[config.mk]
export PLATFORM = sky130hd
export DESIGN_NAME = sscg_ctrl
export DESIGN_NICKNAME = d
export VERILOG_FILES = /design/src/rtl/sscg_ctrl.sv
export SDC_FILE = /design/constraint.sdc
export NUM_CORES = 1
export LEC_CHECK = 0
export BUFFER_PORTS_ARGS = -buffer_cell sky130_fd_sc_hd__buf_2
export CORE_ASPECT_RATIO = 1.25
export CORE_MARGIN = 4
export CORE_UTILIZATION = 50
export DETAILED_ROUTE_END_ITERATION = 8
export GPL_ROUTABILITY_DRIVEN = 0
export HOLD_SLACK_MARGIN = 0.06
export PLACE_DENSITY = 0.69
export RECOVER_POWER = 100
export SETUP_SLACK_MARGIN = 0.5
export SLEW_MARGIN = 20
export SYNTH_ARGS = -nofsm -noshare
export SYNTH_HDL_FRONTEND = slang
export SYNTH_SLANG_ARGS = --single-unit
[constraint.sdc]
create_clock -name clk -period 2.7 [get_ports clk]
set_clock_uncertainty 0.1 [all_clocks]
set_input_delay 0.135 -clock clk [delete_from_list [all_inputs] [get_ports clk]]
set_output_delay 0.135 -clock clk [all_outputs]
set_load 0.05 [all_outputs]
[src/rtl/sscg_ctrl.sv]
// Run/pause/step controller for the rotating sequence generator: issues the load
// strobe and rate-divided shift enables, tracks bit position and completed frames.
module sscg_ctrl #(
  parameter  int DIV_CNT = 25_000_000,
  parameter  int SEQ_LEN = 16,
  parameter  int FRAME_W = 8,
  localparam int IDX_W   = (SEQ_LEN > 1) ? $clog2(SEQ_LEN) : 1,
  localparam int DIV_W   = (DIV_CNT > 1) ? $clog2(DIV_CNT) : 1
) (
  input  logic               clk,
  input  logic               rst_n,
  input  logic               start,
  input  logic               pause,
  input  logic               stop,
  input  logic               step,
  input  logic               one_shot,
  output logic               seq_load,
  output logic               seq_shift_en,
  output logic [IDX_W-1:0]   bit_idx,
  output logic [FRAME_W-1:0] frame_cnt,
  output logic               frame_done,
  output logic               busy
);

  typedef enum logic [1:0] {S_IDLE, S_LOAD, S_RUN, S_PAUSE} state_t;

  localparam logic [DIV_W-1:0] DIV_LAST = DIV_W'(DIV_CNT - 1);
  localparam logic [IDX_W-1:0] IDX_LAST = IDX_W'(SEQ_LEN - 1);

  state_t             r_state, w_state_nxt;
  logic [DIV_W-1:0]   r_div, w_div_nxt;
  logic [IDX_W-1:0]   w_idx_nxt;
  logic [FRAME_W-1:0] w_fcnt_nxt;
  logic               w_load_nxt, w_shift_nxt, w_done_nxt, w_busy_nxt;

  // Qualified events, with stop > pause > start > step already applied.
  logic w_start_idle, w_resume, w_pause_ok, w_step_ok;
  logic w_shift, w_frame_end, w_div_adv;

  assign w_start_idle = (r_state == S_IDLE)  && start && !stop;
  assign w_resume     = (r_state == S_PAUSE) && start && !stop;
  assign w_pause_ok   = (r_state == S_RUN)   && pause && !stop;
  assign w_step_ok    = (r_state == S_PAUSE) && step  && !stop && !start;
  assign w_shift      = ((r_state == S_RUN) && !stop && (r_div == DIV_LAST)) || w_step_ok;
  assign w_frame_end  = w_shift && (bit_idx == IDX_LAST);
  // The resume edge counts as a divider tick, so the first shift after resuming
  // lands DIV_CNT minus the frozen count after the start pulse.
  assign w_div_adv    = !stop && ((r_state == S_LOAD) || (r_state == S_RUN) || w_resume);

  // State and registered outputs
  always_ff @(posedge clk or negedge rst_n) begin
    if (!rst_n) begin
      r_state      <= S_IDLE;
      r_div        <= '0;
      seq_load     <= 1'b0;
      seq_shift_en <= 1'b0;
      bit_idx      <= '0;
      frame_cnt    <= '0;
      frame_done   <= 1'b0;
      busy         <= 1'b0;
    end else begin
      r_state      <= w_state_nxt;
      r_div        <= w_div_nxt;
      seq_load     <= w_load_nxt;
      seq_shift_en <= w_shift_nxt;
      bit_idx      <= w_idx_nxt;
      frame_cnt    <= w_fcnt_nxt;
      frame_done   <= w_done_nxt;
      busy         <= w_busy_nxt;
    end
  end

  // Next-state logic
  always_comb begin
    w_state_nxt = r_state;
    unique case (r_state)
      S_IDLE:  if (w_start_idle) w_state_nxt = S_LOAD;
      S_LOAD:  w_state_nxt = stop ? S_IDLE : S_RUN;
      S_RUN: begin
        if (stop)                          w_state_nxt = S_IDLE;
        else if (w_frame_end && one_shot)  w_state_nxt = S_IDLE;
        else if (w_pause_ok)               w_state_nxt = S_PAUSE;
      end
      S_PAUSE: begin
        if (stop)                          w_state_nxt = S_IDLE;
        else if (w_resume)                 w_state_nxt = S_RUN;
        else if (w_frame_end && one_shot)  w_state_nxt = S_IDLE;
      end
      default: w_state_nxt = S_IDLE;
    endcase
  end

  // Output / datapath next values
  always_comb begin
    w_load_nxt  = w_start_idle;
    w_shift_nxt = w_shift;
    w_done_nxt  = w_frame_end;
    w_busy_nxt  = (w_state_nxt != S_IDLE);
    w_div_nxt   = r_div;
    w_idx_nxt   = bit_idx;
    w_fcnt_nxt  = frame_cnt;

    if (w_start_idle) begin
      w_div_nxt  = '0;
      w_idx_nxt  = '0;
      w_fcnt_nxt = '0;
    end else begin
      if (w_div_adv)
        w_div_nxt = (r_div == DIV_LAST) ? '0 : r_div + 1'b1;
      if (w_shift) begin
        if (w_frame_end) begin
          w_idx_nxt  = '0;
          w_fcnt_nxt = frame_cnt + 1'b1;
        end else begin
          w_idx_nxt  = bit_idx + 1'b1;
        end
      end
    end
  end

endmodule

# Yosys cells after proc, flatten, opt, wreduce, memory -nomap -nowiden
# Index checks and enable logic that the tools add are counted.
# op_classes
n_mux	18
addsub	3
n_reduce_logical	25
eq_ne	5
# op_table
operator	n
25-bit two-way mux	3
25-bit by 1-bit adder with 25-bit output (second input constant)	1
25-bit == test (second input constant)	1
8-bit two-way mux	3
2-bit two-way mux	8
1-bit logical AND	14
4-bit two-way mux	3
8-bit by 1-bit adder with 8-bit output (second input constant)	1
2-bit case mux with 4 select lines	1
2-bit nonzero test	4
4-bit by 1-bit adder with 4-bit output (second input constant)	1
2-bit == test (second input constant)	2
4-bit == test (second input constant)	1
1-bit logical OR	3
2-bit by 1-bit == test with 1-bit output (second input constant)	1
1-bit logical NOT	2
2-bit logical NOT	1
2-bit AND reduction	1
# totals
register_bits	43
output_inout_bits	16
wordCells	59
inputBits	7

# Depth between registers and ports, before layout
# depth
depth_word	12
ltp_mapped	9
mapped_depth_nobuf	8

# Worst setup path before layout
# No wires, ideal clock.
# synth_path
path_type	reg2reg
start	reg r_state[1]
end	reg r_div[12]
path_slack_ns	0.657
path_stages_with_launch	9
arrival_time_ns	1.861
synth_period_minus_slack_ns	2.043
path_buffers	1
t_required_ns	2.518
setup_ns	0.082
cell_sequence	dfrtp_1 -> inv_1 -> ha_1 -> o21ai_0 -> a2111oi_2 -> buf_2 -> and2_1 -> nand4_1 -> o22ai_1
# synth_between
elab_chain_cells	6
elab_cells_between_ends	13
cone_classes	eq/ne (3); mux (1); reduce/logical (9)
# synth_rtl
element	line_no	text
from (decl)	30	state_t r_state, w_state_nxt;
from (signal assigned)	62	r_state <= w_state_nxt;
2-bit == test	41	assign w_resume = (r_state == S_PAUSE) && start && !stop;
1-bit logical AND (2 in a row)	41	
1-bit logical OR	48	assign w_div_adv = !stop && ((r_state == S_LOAD) || (r_state == S_RUN) || w_resume);
1-bit logical AND	48	
2-bit nonzero test (no line)	n/a	
to (signal assigned)	63	r_div <= w_div_nxt;
to (decl)	31	logic [DIV_W-1:0] r_div, w_div_nxt;
# Several ways; a longest one is shown, not always the timed one.
# A chain may end at the register's enable or synchronous reset.

# Worst setup path after layout
# layout_path
start	reg r_div[0]
end	reg busy
# layout_between
elab_chain_cells	10
elab_cells_between_ends	12
cone_classes	eq/ne (1); mux (6); reduce/logical (5)
# layout_rtl
element	line_no	text
25-bit == test (*)	44	assign w_shift = ((r_state == S_RUN) && !stop && (r_div == DIV_LAST)) || w_step_ok;
1-bit logical AND (*)	44	
1-bit logical OR (*)	44	
1-bit logical AND (*)	45	assign w_frame_end = w_shift && (bit_idx == IDX_LAST);
via w_done_nxt	34	logic w_load_nxt, w_shift_nxt, w_done_nxt, w_busy_nxt;
1-bit logical AND (*)	81, 87	
2-bit two-way mux	87	else if (w_frame_end && one_shot) w_state_nxt = S_IDLE;
2-bit two-way mux	86	else if (w_resume) w_state_nxt = S_RUN;
2-bit two-way mux	85	if (stop) w_state_nxt = S_IDLE;
2-bit case mux with 4 select lines (*)	76	unique case (r_state)
2-bit nonzero test (*)	98	w_busy_nxt = (w_state_nxt != S_IDLE);
via w_busy_nxt	34	
to (signal assigned)	69	busy <= w_busy_nxt;
to (decl)	22	output logic busy
# Mark *: on every way through the listed nets, which the timed path passes. The rest lies on a longest branch.

==> flow_summary.yaml <==
sta:
  period_share_pct: 84.0
  fmax_mhz: 441
  fin_hold_ws_ns: 0.254
  report.final.slew_viol_count: 0
  rsz0062_at_grt: "yes"
  tightest_slew_ns: 1.06
  finalHoldViolCount: 0
  fin_setup_tns_ns: 0
  setup_ws_ns: 0.432
  relSlewSlack_pct: 29.5
  layout_min_cycle_time_ns: 2.27
  setup_viol: 0
route:
  wl_per_cell_um: 15.5
  dr.pass1.iters: 4
  ant_nets: 0
  drt_iter0_markers: 102
  post_drt_via_cell_ratio: 5.91
  vias: 2123
  drc: 0
  drt-total-wl_um: 5560
yosys:
  synthArstFlopShare_pct: 100
  syn_area_per_cell_um2: 9.30
  synthFlopType: "dfrtp_1"
  syn_area_mm2: 0.00243
  ys_types: 47
  synth_nets: 276
  ys_seq_area_share_pct: 44.3
  synth_edf_count: 0
  yosys_warnings: 0
  synth_cells: 261
  ys_ff_latch: 43
die:
  num_io_pins: 23
  dieArea_mm2: 0.00604
  coreArea_mm2: 0.00473
  start_util_pct: 51.3
  die_x_um: 70.3
  die_h_um: 85.9
  rows: 28
worst_setup_path:
  critPathKind: "register to register"
  arrival_ns: 2.31
  required_ns: 2.75
  start_kind: "register"
  worstPathMaxFanout: 8
  end_kind: "register"
power:
  p_clk_share_pct: 25.0
  p_leak_nw: 1.21
  switching_power_mw: 0.794
  p_per_area_mw_per_mm2: 747
  comb_power_share_pct: 34.5
  pwr-share-seq_pct: 40.5
  irDropWorstVdd_mv: 0.527
  p_int_mw: 1.32
  switching_share_pct: 37.6
  total_power_mw: 2.11
final_layout:
  syn2layout_area_growth_pct: 16.5
  n_fill_cell: 426
  fin_nets: 313
  mostFrequentLayoutCell: "dfrtp_1"
  diodes: 0
  drive_above_1_share_pct: 13.4
  fin_util_pct: 59.8
  final_cell_area_mm2: 0.00283
  layout_common_cells: "dfrtp_1, nand2_1, clkbuf_1, nor2_1, a21oi_1"
  fin_cells: 359
placed_design:
  place_ws_ns: 0.411
  io_buffer_count: 22
  dpl-instance-area_mm2: 0.00262
  dp.cells: 338
  hpwl_um: 3800
clock_network:
  cts.path.max_buffers: 2
  clk_pin_slew_ns: 0.08
  clk_latency_ns: 0.30
  tritoncts: "yes"
  cts_root_buffer: "clkbuf_8"
  cts_made_buffers: 5
  htree_levels: 2
  clock_sinks: 43
grt:
  grt_pass1_vias: 1986
  grt-ovfl-total: 0
  grt_pass1_wl_um: 9130
  antenna_found_initial: 0
  track_usage_pct: 18.6
  grt_max_degree: 44
run:
  cap_violations: 0
outcome:
  status: "complete, no violations"
worst_hold_path:
  hold_path.class: "primary input to register"
## flip-flops by register name, summed over array words and instances, names as in the netlist
name	flops
r_div	25
seq_shift_en	1
frame_cnt	8
bit_idx	4
seq_load	1
frame_done	1
r_state	2
busy	1
## worst paths after layout
path	start	to	slack [ns]	cells after the start
setup / recovery	r_div[0]$_DFFE_PN0P_	busy$_DFF_PN0_	0.43	6
hold / removal	stop	r_div[16]$_DFFE_PN0P_	0.25	3
setup reg to reg	r_div[0]$_DFFE_PN0P_	busy$_DFF_PN0_	0.43	6
hold reg to reg	r_div[12]$_DFFE_PN0P_	r_div[12]$_DFFE_PN0P_	0.42	1
max in group asynchronous	rst_n	r_state[1]$_DFF_PN0_	1.34	2
min in group asynchronous	rst_n	seq_load$_DFF_PN0_	0.45	2
## synthesized netlist by cell type (5+ instances only)
cell type | count | share of area (%)
and2_1 | 8 | 2.1
nand4_1 | 14 | 3.6
ha_1 | 8 | 4.1
nand2_1 | 21 | 3.2
and3_1 | 7 | 1.8
o31ai_1 | 6 | 1.9
o21ai_0 | 11 | 2.3
xnor2_1 | 9 | 3.2
xor2_1 | 5 | 1.8
nand3_1 | 13 | 2.7
nor3_1 | 6 | 1.2
or4_1 | 5 | 1.5
dfrtp_1 | 43 | 44
nor2_1 | 17 | 2.6
o22ai_1 | 6 | 1.5
inv_1 | 14 | 2.2
a21oi_1 | 18 | 3.7
## power groups by stage
stage	combinational, mW	sequential (mW)	clock [mW]
after global routing	0.812	0.873	0.571
after global placement	0.643	0.851	0
after detailed placement	0.651	0.855	0
after CTS	0.669	0.843	0.538
after floorplan	0.425	0.900	0
final	0.729	0.856	0.527
## cells by family (layout without fill, tap and decap cells)
kind of cell               count (synthesis)  in the layout  synth area share [%]
and+or+nand+nor                          113            113                  26.8
adders and majority gates                  8              8                  4.12
muxes                                      3              3                  1.24
DFF                                       43             43                  44.3
AOI/OAI and AO/OA                         56             56                  14.5
xor gates and xnor gates                  14             14                  5.05
buffers and inverters                     24             62                  3.97
## per-layer routing
| layer | GRT usage (%) | wire length, um | up-vias |
|---|---|---|---|
| li1 | - | - | 1022 |
| met1 | 21.8 | 2380 | 1046 |
| met2 | 33.3 | 2890 | 46 |
| met3 | 3.75 | 200 | 9 |
| met4 | 7.14 | 85 | 0 |
| met5 | 0 | 0 | - |
## critical path: stages (launching register included)
cell and delay [ns]:
dfrtp_1 0.42, ha_1 0.24, and4b_1 0.25, nand4_1 0.11
o21a_1 0.29, nor2_1 0.50, a41oi_1 0.21
## what timing repair did
action | 4_1_cts | 5_1_grt
pin swaps | 1 | 5
hold buffers | 2 | 0
setup buffers | 3 | 8
gates resized for setup | 5 | 11
setup endpoints to repair | 9 | 21
hold endpoints to repair | 46 | 0
## area by class of cell
cell class | instances | area [um^2] | share of cell area, %
multi-input combinational | 194 | 1270 | 45.0
sequential | 43 | 1080 | 38.1
timing repair buffer | 40 | 231 | 8.18
clock inverter | 2 | 35.0 | 1.24
tap | 60 | 75.1 | 2.65
clock buffer | 6 | 82.6 | 2.92
inverter | 14 | 53.8 | 1.90
(Power assumes the default switching activity.)
